File: src/rtl/dmem_arbiter_pkg.sv
`default_nettype none
// ============================================================================
//  Module      : dmem_arbiter_pkg
//  Description : Shared widths, FSM state encodings and port indices for the
//                data-memory arbiter.
//  Revision    : 1.0 - initial release
// ============================================================================
package dmem_arbiter_pkg;

   localparam int DMEM_ADDR_W = 10;
   localparam int DMEM_DATA_W = 32;

   // Arbiter FSM: remembers which port owned the memory in the previous cycle
   localparam int ST_W = 2;
   typedef logic [ST_W-1:0] arb_state_t;
   localparam arb_state_t ST_IDLE = 2'd0;
   localparam arb_state_t ST_OWN0 = 2'd1;
   localparam arb_state_t ST_OWN1 = 2'd2;

   // Port indices (0 = CPU load/store unit, 1 = loader/debug master)
   localparam logic PORT0 = 1'b0;
   localparam logic PORT1 = 1'b1;

   // Ownership state that results from granting the given port
   function automatic arb_state_t own_state(input logic port);
      return (port == PORT1) ? ST_OWN1 : ST_OWN0;
   endfunction

endpackage
`default_nettype wire

File: src/rtl/dmem_arbiter_if.sv
`default_nettype none
// ============================================================================
//  Module      : dmem_req_if / dmem_mem_if
//  Description : Requester-side handshake bundle and memory-side pin bundle
//                of the data-memory arbiter.
//  Revision    : 1.0 - initial release
// ============================================================================
interface dmem_req_if
   import dmem_arbiter_pkg::*;
#(
   parameter int ADDR_W = DMEM_ADDR_W,
   parameter int DATA_W = DMEM_DATA_W
) ();
   logic              req;
   logic              we;
   logic [ADDR_W-1:0] addr;
   logic [DATA_W-1:0] wdata;
   logic              gnt;
   logic              rvalid;
   logic [DATA_W-1:0] rdata;

   modport master (output req, we, addr, wdata, input gnt, rvalid, rdata);
   modport slave  (input req, we, addr, wdata, output gnt, rvalid, rdata);
endinterface

interface dmem_mem_if
   import dmem_arbiter_pkg::*;
#(
   parameter int ADDR_W = DMEM_ADDR_W,
   parameter int DATA_W = DMEM_DATA_W
) ();
   logic              we;
   logic [ADDR_W-1:0] addr;
   logic [DATA_W-1:0] wdata;
   logic [DATA_W-1:0] rdata;

   modport master (output we, addr, wdata, input rdata);
   modport slave  (input we, addr, wdata, output rdata);
endinterface
`default_nettype wire

File: src/rtl/dmem_arbiter_rd_return.sv
`default_nettype none
// ============================================================================
//  Module      : dmem_rd_return
//  Description : Per-port read-return register. Captures the memory's
//                combinational read data on a granted read and flags it valid
//                for exactly the following cycle.
//  Revision    : 1.0 - initial release
// ============================================================================
module dmem_rd_return
   import dmem_arbiter_pkg::*;
#(
   parameter int DATA_W = DMEM_DATA_W
) (
   input  wire logic              clk,
   input  wire logic              reset,
   input  wire logic              gnt_i,
   input  wire logic              we_i,
   input  wire logic [DATA_W-1:0] mem_rdata_i,
   output logic                   rvalid_o,
   output logic [DATA_W-1:0]      rdata_o
);

   logic              rvalid_q;
   logic [DATA_W-1:0] rdata_q;

   // Capture read data on a granted read; rdata holds between reads
   always_ff @(posedge clk) begin
      if (reset) begin
         rvalid_q <= 1'b0;
         rdata_q  <= '0;
      end else begin
         rvalid_q <= gnt_i & ~we_i;
         if (gnt_i && !we_i) begin
            rdata_q <= mem_rdata_i;
         end
      end
   end

   // A read in flight when reset arrives is dropped, never reported
   always_comb begin
      rvalid_o = rvalid_q & ~reset;
      rdata_o  = rdata_q;
   end

endmodule
`default_nettype wire

File: src/rtl/dmem_arbiter.sv
`default_nettype none
// ============================================================================
//  Module      : dmem_arbiter
//  Description : Two-requester arbiter for the single-port 1024x32 data
//                memory. One access per cycle, registered read return, and a
//                burst limit bounding how long one port can starve the other.
//                Build option DMEM_ARB_RR_EN: round-robin tie-break from idle
//                (default build: port 0 wins ties from idle).
//  Revision    : 1.0 - initial release
// ============================================================================
module dmem_arbiter
   import dmem_arbiter_pkg::*;
#(
   parameter int ADDR_W    = DMEM_ADDR_W,
   parameter int DATA_W    = DMEM_DATA_W,
   parameter int MAX_BURST = 4
) (
   input  wire logic  clk,
   input  wire logic  reset,
   dmem_req_if.slave  r0,
   dmem_req_if.slave  r1,
   dmem_mem_if.master mem
);

   localparam int               CNT_W      = (MAX_BURST > 1) ? $clog2(MAX_BURST) : 1;
   localparam logic [CNT_W-1:0] BURST_LAST = CNT_W'(MAX_BURST - 1);

   arb_state_t       state_q, state_d;
   logic [CNT_W-1:0] burst_q, burst_d;
   logic             grant_any;
   logic             grant_port;
   logic             gnt0, gnt1;

`ifdef DMEM_ARB_RR_EN
   logic             last_owner_q;
`endif

   // State register: owner of the previous cycle and its repeat-grant count
   always_ff @(posedge clk) begin
      if (reset) begin
         state_q      <= ST_IDLE;
         burst_q      <= '0;
`ifdef DMEM_ARB_RR_EN
         last_owner_q <= PORT1;
`endif
      end else begin
         state_q      <= state_d;
         burst_q      <= burst_d;
`ifdef DMEM_ARB_RR_EN
         if (grant_any) begin
            last_owner_q <= grant_port;
         end
`endif
      end
   end

   // Next-state: pick the winner for this cycle and update the burst count
   always_comb begin
      grant_any  = 1'b0;
      grant_port = PORT0;
      case (state_q)
         ST_OWN0: begin
            if (r0.req && (!r1.req || burst_q < BURST_LAST)) begin
               grant_any  = 1'b1;
               grant_port = PORT0;
            end else if (r1.req) begin
               grant_any  = 1'b1;
               grant_port = PORT1;
            end
         end
         ST_OWN1: begin
            if (r1.req && (!r0.req || burst_q < BURST_LAST)) begin
               grant_any  = 1'b1;
               grant_port = PORT1;
            end else if (r0.req) begin
               grant_any  = 1'b1;
               grant_port = PORT0;
            end
         end
         default: begin
            if (r0.req && r1.req) begin
               grant_any  = 1'b1;
`ifdef DMEM_ARB_RR_EN
               grant_port = ~last_owner_q;
`else
               grant_port = PORT0;
`endif
            end else if (r0.req) begin
               grant_any  = 1'b1;
               grant_port = PORT0;
            end else if (r1.req) begin
               grant_any  = 1'b1;
               grant_port = PORT1;
            end
         end
      endcase

      state_d = grant_any ? own_state(grant_port) : ST_IDLE;

      // Repeat grant to the same owner counts up (saturating); anything else restarts
      burst_d = '0;
      if (grant_any && state_q == own_state(grant_port)) begin
         burst_d = (burst_q == BURST_LAST) ? burst_q : burst_q + CNT_W'(1);
      end
   end

   // Outputs: grant strobes and the winner's request steered onto the memory pins
   always_comb begin
      gnt0      = grant_any & (grant_port == PORT0) & ~reset;
      gnt1      = grant_any & (grant_port == PORT1) & ~reset;
      r0.gnt    = gnt0;
      r1.gnt    = gnt1;
      mem.we    = 1'b0;
      mem.addr  = {ADDR_W{1'b0}};
      mem.wdata = {DATA_W{1'b0}};
      if (gnt0) begin
         mem.we    = r0.we;
         mem.addr  = r0.addr;
         mem.wdata = r0.wdata;
      end else if (gnt1) begin
         mem.we    = r1.we;
         mem.addr  = r1.addr;
         mem.wdata = r1.wdata;
      end
   end

   dmem_rd_return #(.DATA_W(DATA_W)) u_rd_ret0 (
      .clk         (clk),
      .reset       (reset),
      .gnt_i       (gnt0),
      .we_i        (r0.we),
      .mem_rdata_i (mem.rdata),
      .rvalid_o    (r0.rvalid),
      .rdata_o     (r0.rdata)
   );

   dmem_rd_return #(.DATA_W(DATA_W)) u_rd_ret1 (
      .clk         (clk),
      .reset       (reset),
      .gnt_i       (gnt1),
      .we_i        (r1.we),
      .mem_rdata_i (mem.rdata),
      .rvalid_o    (r1.rvalid),
      .rdata_o     (r1.rdata)
   );

endmodule
`default_nettype wire

File: src/flat_wrapper.sv
// flat-port wrapper written by rule: the top's interface ports become plain ports
module dmem_arbiter_flat import dmem_arbiter_pkg::*;
#(
   parameter int ADDR_W    = DMEM_ADDR_W,
   parameter int DATA_W    = DMEM_DATA_W,
   parameter int MAX_BURST = 4
)
  (clk, reset, r0_req, r0_we, r0_addr, r0_wdata, r0_gnt, r0_rvalid, r0_rdata, r1_req, r1_we, r1_addr, r1_wdata, r1_gnt, r1_rvalid, r1_rdata, mem_we, mem_addr, mem_wdata, mem_rdata);
  dmem_req_if #(.ADDR_W(ADDR_W), .DATA_W(DATA_W)) r0_i ();
  dmem_req_if #(.ADDR_W(ADDR_W), .DATA_W(DATA_W)) r1_i ();
  dmem_mem_if #(.ADDR_W(ADDR_W), .DATA_W(DATA_W)) mem_i ();
  input  wire logic clk;
  input  wire logic reset;
  input wire logic [$bits(r0_i.req)-1:0] r0_req;
  input wire logic [$bits(r0_i.we)-1:0] r0_we;
  input wire logic [$bits(r0_i.addr)-1:0] r0_addr;
  input wire logic [$bits(r0_i.wdata)-1:0] r0_wdata;
  output wire logic [$bits(r0_i.gnt)-1:0] r0_gnt;
  output wire logic [$bits(r0_i.rvalid)-1:0] r0_rvalid;
  output wire logic [$bits(r0_i.rdata)-1:0] r0_rdata;
  input wire logic [$bits(r1_i.req)-1:0] r1_req;
  input wire logic [$bits(r1_i.we)-1:0] r1_we;
  input wire logic [$bits(r1_i.addr)-1:0] r1_addr;
  input wire logic [$bits(r1_i.wdata)-1:0] r1_wdata;
  output wire logic [$bits(r1_i.gnt)-1:0] r1_gnt;
  output wire logic [$bits(r1_i.rvalid)-1:0] r1_rvalid;
  output wire logic [$bits(r1_i.rdata)-1:0] r1_rdata;
  output wire logic [$bits(mem_i.we)-1:0] mem_we;
  output wire logic [$bits(mem_i.addr)-1:0] mem_addr;
  output wire logic [$bits(mem_i.wdata)-1:0] mem_wdata;
  input wire logic [$bits(mem_i.rdata)-1:0] mem_rdata;
  assign r0_i.req = r0_req;
  assign r0_i.we = r0_we;
  assign r0_i.addr = r0_addr;
  assign r0_i.wdata = r0_wdata;
  assign r0_gnt = r0_i.gnt;
  assign r0_rvalid = r0_i.rvalid;
  assign r0_rdata = r0_i.rdata;
  assign r1_i.req = r1_req;
  assign r1_i.we = r1_we;
  assign r1_i.addr = r1_addr;
  assign r1_i.wdata = r1_wdata;
  assign r1_gnt = r1_i.gnt;
  assign r1_rvalid = r1_i.rvalid;
  assign r1_rdata = r1_i.rdata;
  assign mem_we = mem_i.we;
  assign mem_addr = mem_i.addr;
  assign mem_wdata = mem_i.wdata;
  assign mem_i.rdata = mem_rdata;
  dmem_arbiter #(.ADDR_W(ADDR_W), .DATA_W(DATA_W), .MAX_BURST(MAX_BURST)) u_core (.clk(clk), .reset(reset), .r0(r0_i), .r1(r1_i), .mem(mem_i));
endmodule
File: config.mk
export PLATFORM = sky130hd
export DESIGN_NAME = dmem_arbiter_flat
export DESIGN_NICKNAME = d
export VERILOG_FILES = /design/src/rtl/dmem_arbiter_pkg.sv /design/src/rtl/dmem_arbiter_if.sv /design/src/rtl/dmem_arbiter_rd_return.sv /design/src/rtl/dmem_arbiter.sv /design/src/flat_wrapper.sv
export SDC_FILE = /design/constraint.sdc
export NUM_CORES = 1
export LEC_CHECK = 0
export BUFFER_PORTS_ARGS = -buffer_cell sky130_fd_sc_hd__buf_4
export CAP_MARGIN = 10
export CORE_MARGIN = 2
export CORE_UTILIZATION = 40
export CTS_CLUSTER_DIAMETER = 30
export DETAILED_ROUTE_END_ITERATION = 16
export PLACE_DENSITY = 0.8
export SLEW_MARGIN = 20
export SYNTH_ARGS = -nofsm -noshare
export SYNTH_HDL_FRONTEND = slang
export SYNTH_HIERARCHICAL = 1
export SYNTH_SLANG_ARGS = --single-unit
File: constraint.sdc
create_clock -name clk -period 2.15 [get_ports clk]
set_input_delay 0.215 -clock clk [delete_from_list [all_inputs] [get_ports clk]]
set_output_delay 0.215 -clock clk [all_outputs]
set_load 0.005 [all_outputs]
==> results by group <==
Logic synthesis
  – Post-synth top area share: 30.6%
  – Seq/Total Area, Yosys: 30.6%
  – Yosys cell types: 26
  – Top-count cell post-synth: nand2b_1
  – Post-Synthesis Cells: 473
  – EDFF count, synth: 0
  – Post-Syn Area: 0.00459 mm2
  – Fraction of registers with async set/reset: 0%
  – Synth cell count leaders: 107 x nand2b_1, 70 x dfxtp_1, 64 x nand4bb_1
  – Syn Nets: 598
  – #FFs+latches synth: 70
  – Synth Flop Type: dfxtp_1
  – Largest cells by area after synthesis: dfxtp_1 31%, nand4bb_1 16%, nand2b_1 15%
  – Leading area contributor after synthesis: dfxtp_1
  – Yosys warning total: 6
  – Syn Area/Cell: 9.70 um2

Global routing
  – All-Layer GR Usage: 23.2%
  – Global-route wire length before repair: 23100 um
  – Largest net degree at the start of global routing: 102
  – Gr ovfl total: 0
  – Antenna violations before repair: 4
  – Vias in the first global route: 4376

Floorplanning
  – Total die area: 0.0123 mm2
  – Initial Utilization: 40.5%
  – FP Rows: 39
  – Core area: 0.0113 mm2
  – Die span in y: 111 um
  – Die Wd: 111 um
  – Io pins: 233

Finish
  – Area Growth Syn to Fin: 49.5%
  – Design Area, Final: 0.00686 mm2
  – Layout cells sized above 1: 51.1%
  – Nets: 820

Placement
  – Dpl hpwl: 10600 um
  – Port Buffers: 232
  – Placer Congestion: 0.861
  – Instance area at placement: 0.00624 mm2
  – Setup Slack @ Placement: -0.0107 ns

Outcome
  – Status: complete, but fails checks
  – Failing checks: negative setup slack

STA
  – Final worst slack: -0.175 ns
  – Max Freq: 430 MHz
  – Final hold vios: 0
  – Clock skew: 0.00652 ns
  – Final Critical Period: 2.32 ns
  – Max Slew Vio Count: 0
  – Relative slew margins: 73.0%
  – Slew @ Worst Pin: 0.405 ns
  – Crit share post-route: 108%
  – Final setup fails: 45
  – Unrepaired setup endpoints after global routing: yes

Clock tree
  – Hold-fix buffers, CTS: 0
  – CTS tree: built
  – Clock buffer count from CTS: 9
  – CTS sink cnt: 70
  – H-tree Lvls: 3
  – CTS max path bufs: 2
  – Worst-Skew Late Latency: 0.33 ns
  – Clock Root Buffer: clkbuf_16
  – Clock Pin Slew Worst Setup and Hold Paths: 0.06 ns

Setup path
  – Critical Path Fanout Max: 7
  – Setup crit start kind: flip-flop
  – CP required: 1.93 ns
  – CP endpoint kind: primary output
  – Cells on worst reg2reg path: 11
  – Setup Crit Path Kind: reg -> out
  – Crit path arrival time: 2.11 ns
  – R2r setup slk: 0.02 ns

Route
  – Post-route ant nets: 0
  – Routed WL per cell: 17.9 um
  – DRT Pass-1 Iters: 5
  – DRC: 0
  – Via density: 5.18
  – Routed wire length: 15200 um
  – Detailed Route Iter0 Violations: 296
  – Routed vias: 4384

Pwr
  – Max VDD drop: 0.000483 V
  – PD cells: 526 mW/mm2
  – Static leakage: 2.92 nW

Min path
  – Min-Delay Path Class: in -> reg
  – Hold path depth: 3

Flow run
  – Max_cap viols: 0
## layout by cell type (no fill, tap or decap), types with 7 or more instances in the layout
master,count
nand2_1,45
clkbuf_16,11
dfxtp_1,68
nand2b_1,107
nand4bb_1,64
buf_4,240
o21ai_2,61
mux2i_1,36
buf_6,7
## kinds of logic (layout without fill, tap and decap cells)
group                      after synthesis  in the layout  synth area share (%)
other                                    0              4                     0
AOI/OAI and AO/OA                       67             67                  12.3
xor gates and xnor gates                 1              1                 0.191
DFF                                     70             70                  30.6
and+or+nand+nor                        235            235                  36.4
muxes                                   46             46                  10.1
buffers and inverters                   51            278                  9.66
adders and majority gates                3              3                 0.818
## worst max-delay path, stage by stage, from the launching register on
cell and delay, ns:
dfxtp_4 0.36, inv_4 0.04, ha_4 0.26, nor2_2 0.03, a21oi_1 0.14, o211a_2 0.24
buf_8 0.16, buf_12 0.15, mux2i_4 0.27, buf_6 0.13
## power breakdown
| group | internal (W) | switching (W) |
|---|---|---|
| registers | 0.00134 | 0.0000274 |
| clock network | 0.000806 | 0.000527 |
| logic | 0.000526 | 0.000382 |
| total | 0.00267 | 0.000937 |
## stage by stage
stage,hold WS [ns],utilization [%],setup TNS [ns],instances,power [W]
after global routing,0.184,60.6,-7.94,847,0.00377
after global placement,0.461,55.2,0,814,0.00218
final,0.175,60.6,-5.72,847,0.00361
after CTS,0.163,59.8,-6.27,841,0.00361
after detailed placement,0.459,55.2,-0.0109,814,0.00220
after floorplan,0.384,-,0,473,0.00180
## state kept, by name (all words and copies together), names as in the netlist
register,count
u_core/burst_q,2
u_core/state_q,2
u_core/u_rd_ret1/rvalid_q,1
u_core/u_rd_ret1/rdata_o,32
u_core/u_rd_ret0/rvalid_q,1
u_core/u_rd_ret0/rdata_o,32
## final timing paths
path                                     start                            to
hold / removal                   mem_rdata[16]  u_core/u_rd_ret0/rdata_o[16]
setup reg to reg             u_core/state_q[0]  u_core/u_rd_ret0/rdata_o[20]
setup / recovery             u_core/state_q[0]                   mem_addr[6]
hold reg to reg   u_core/u_rd_ret0/rdata_o[31]  u_core/u_rd_ret0/rdata_o[31]
## routing by layer
metal | global-route usage (%) | wire length, um | up-vias
met5 | 0 | 0 | -
met4 | 9.96 | 321 | 0
met3 | 5.14 | 893 | 23
met2 | 40.6 | 7870 | 189
met1 | 27.3 | 6080 | 2076
li1 | - | - | 2096
## cell type report
| cell class | instances | area, um2 |
|---|---|---|
| flip-flops and latches | 70 | 1410 |
| diodes | 4 | 10.0 |
| multi-input cells | 352 | 2850 |
| clock buffers | 12 | 246 |
| clock inverters | 4 | 22.5 |
| repair buffers | 259 | 2120 |
| inverters | 3 | 13.8 |
| fillers | 961 | 4460 |
| well taps | 143 | 179 |
## timing repair
action / CTS / global route
gates resized for setup: 30 / 15
setup endpoints to repair: 45 / 78
cloned: 2 / 3
buffers inserted: 9 / 2
pin swaps: 4 / 4
(Power assumes the default switching activity.)
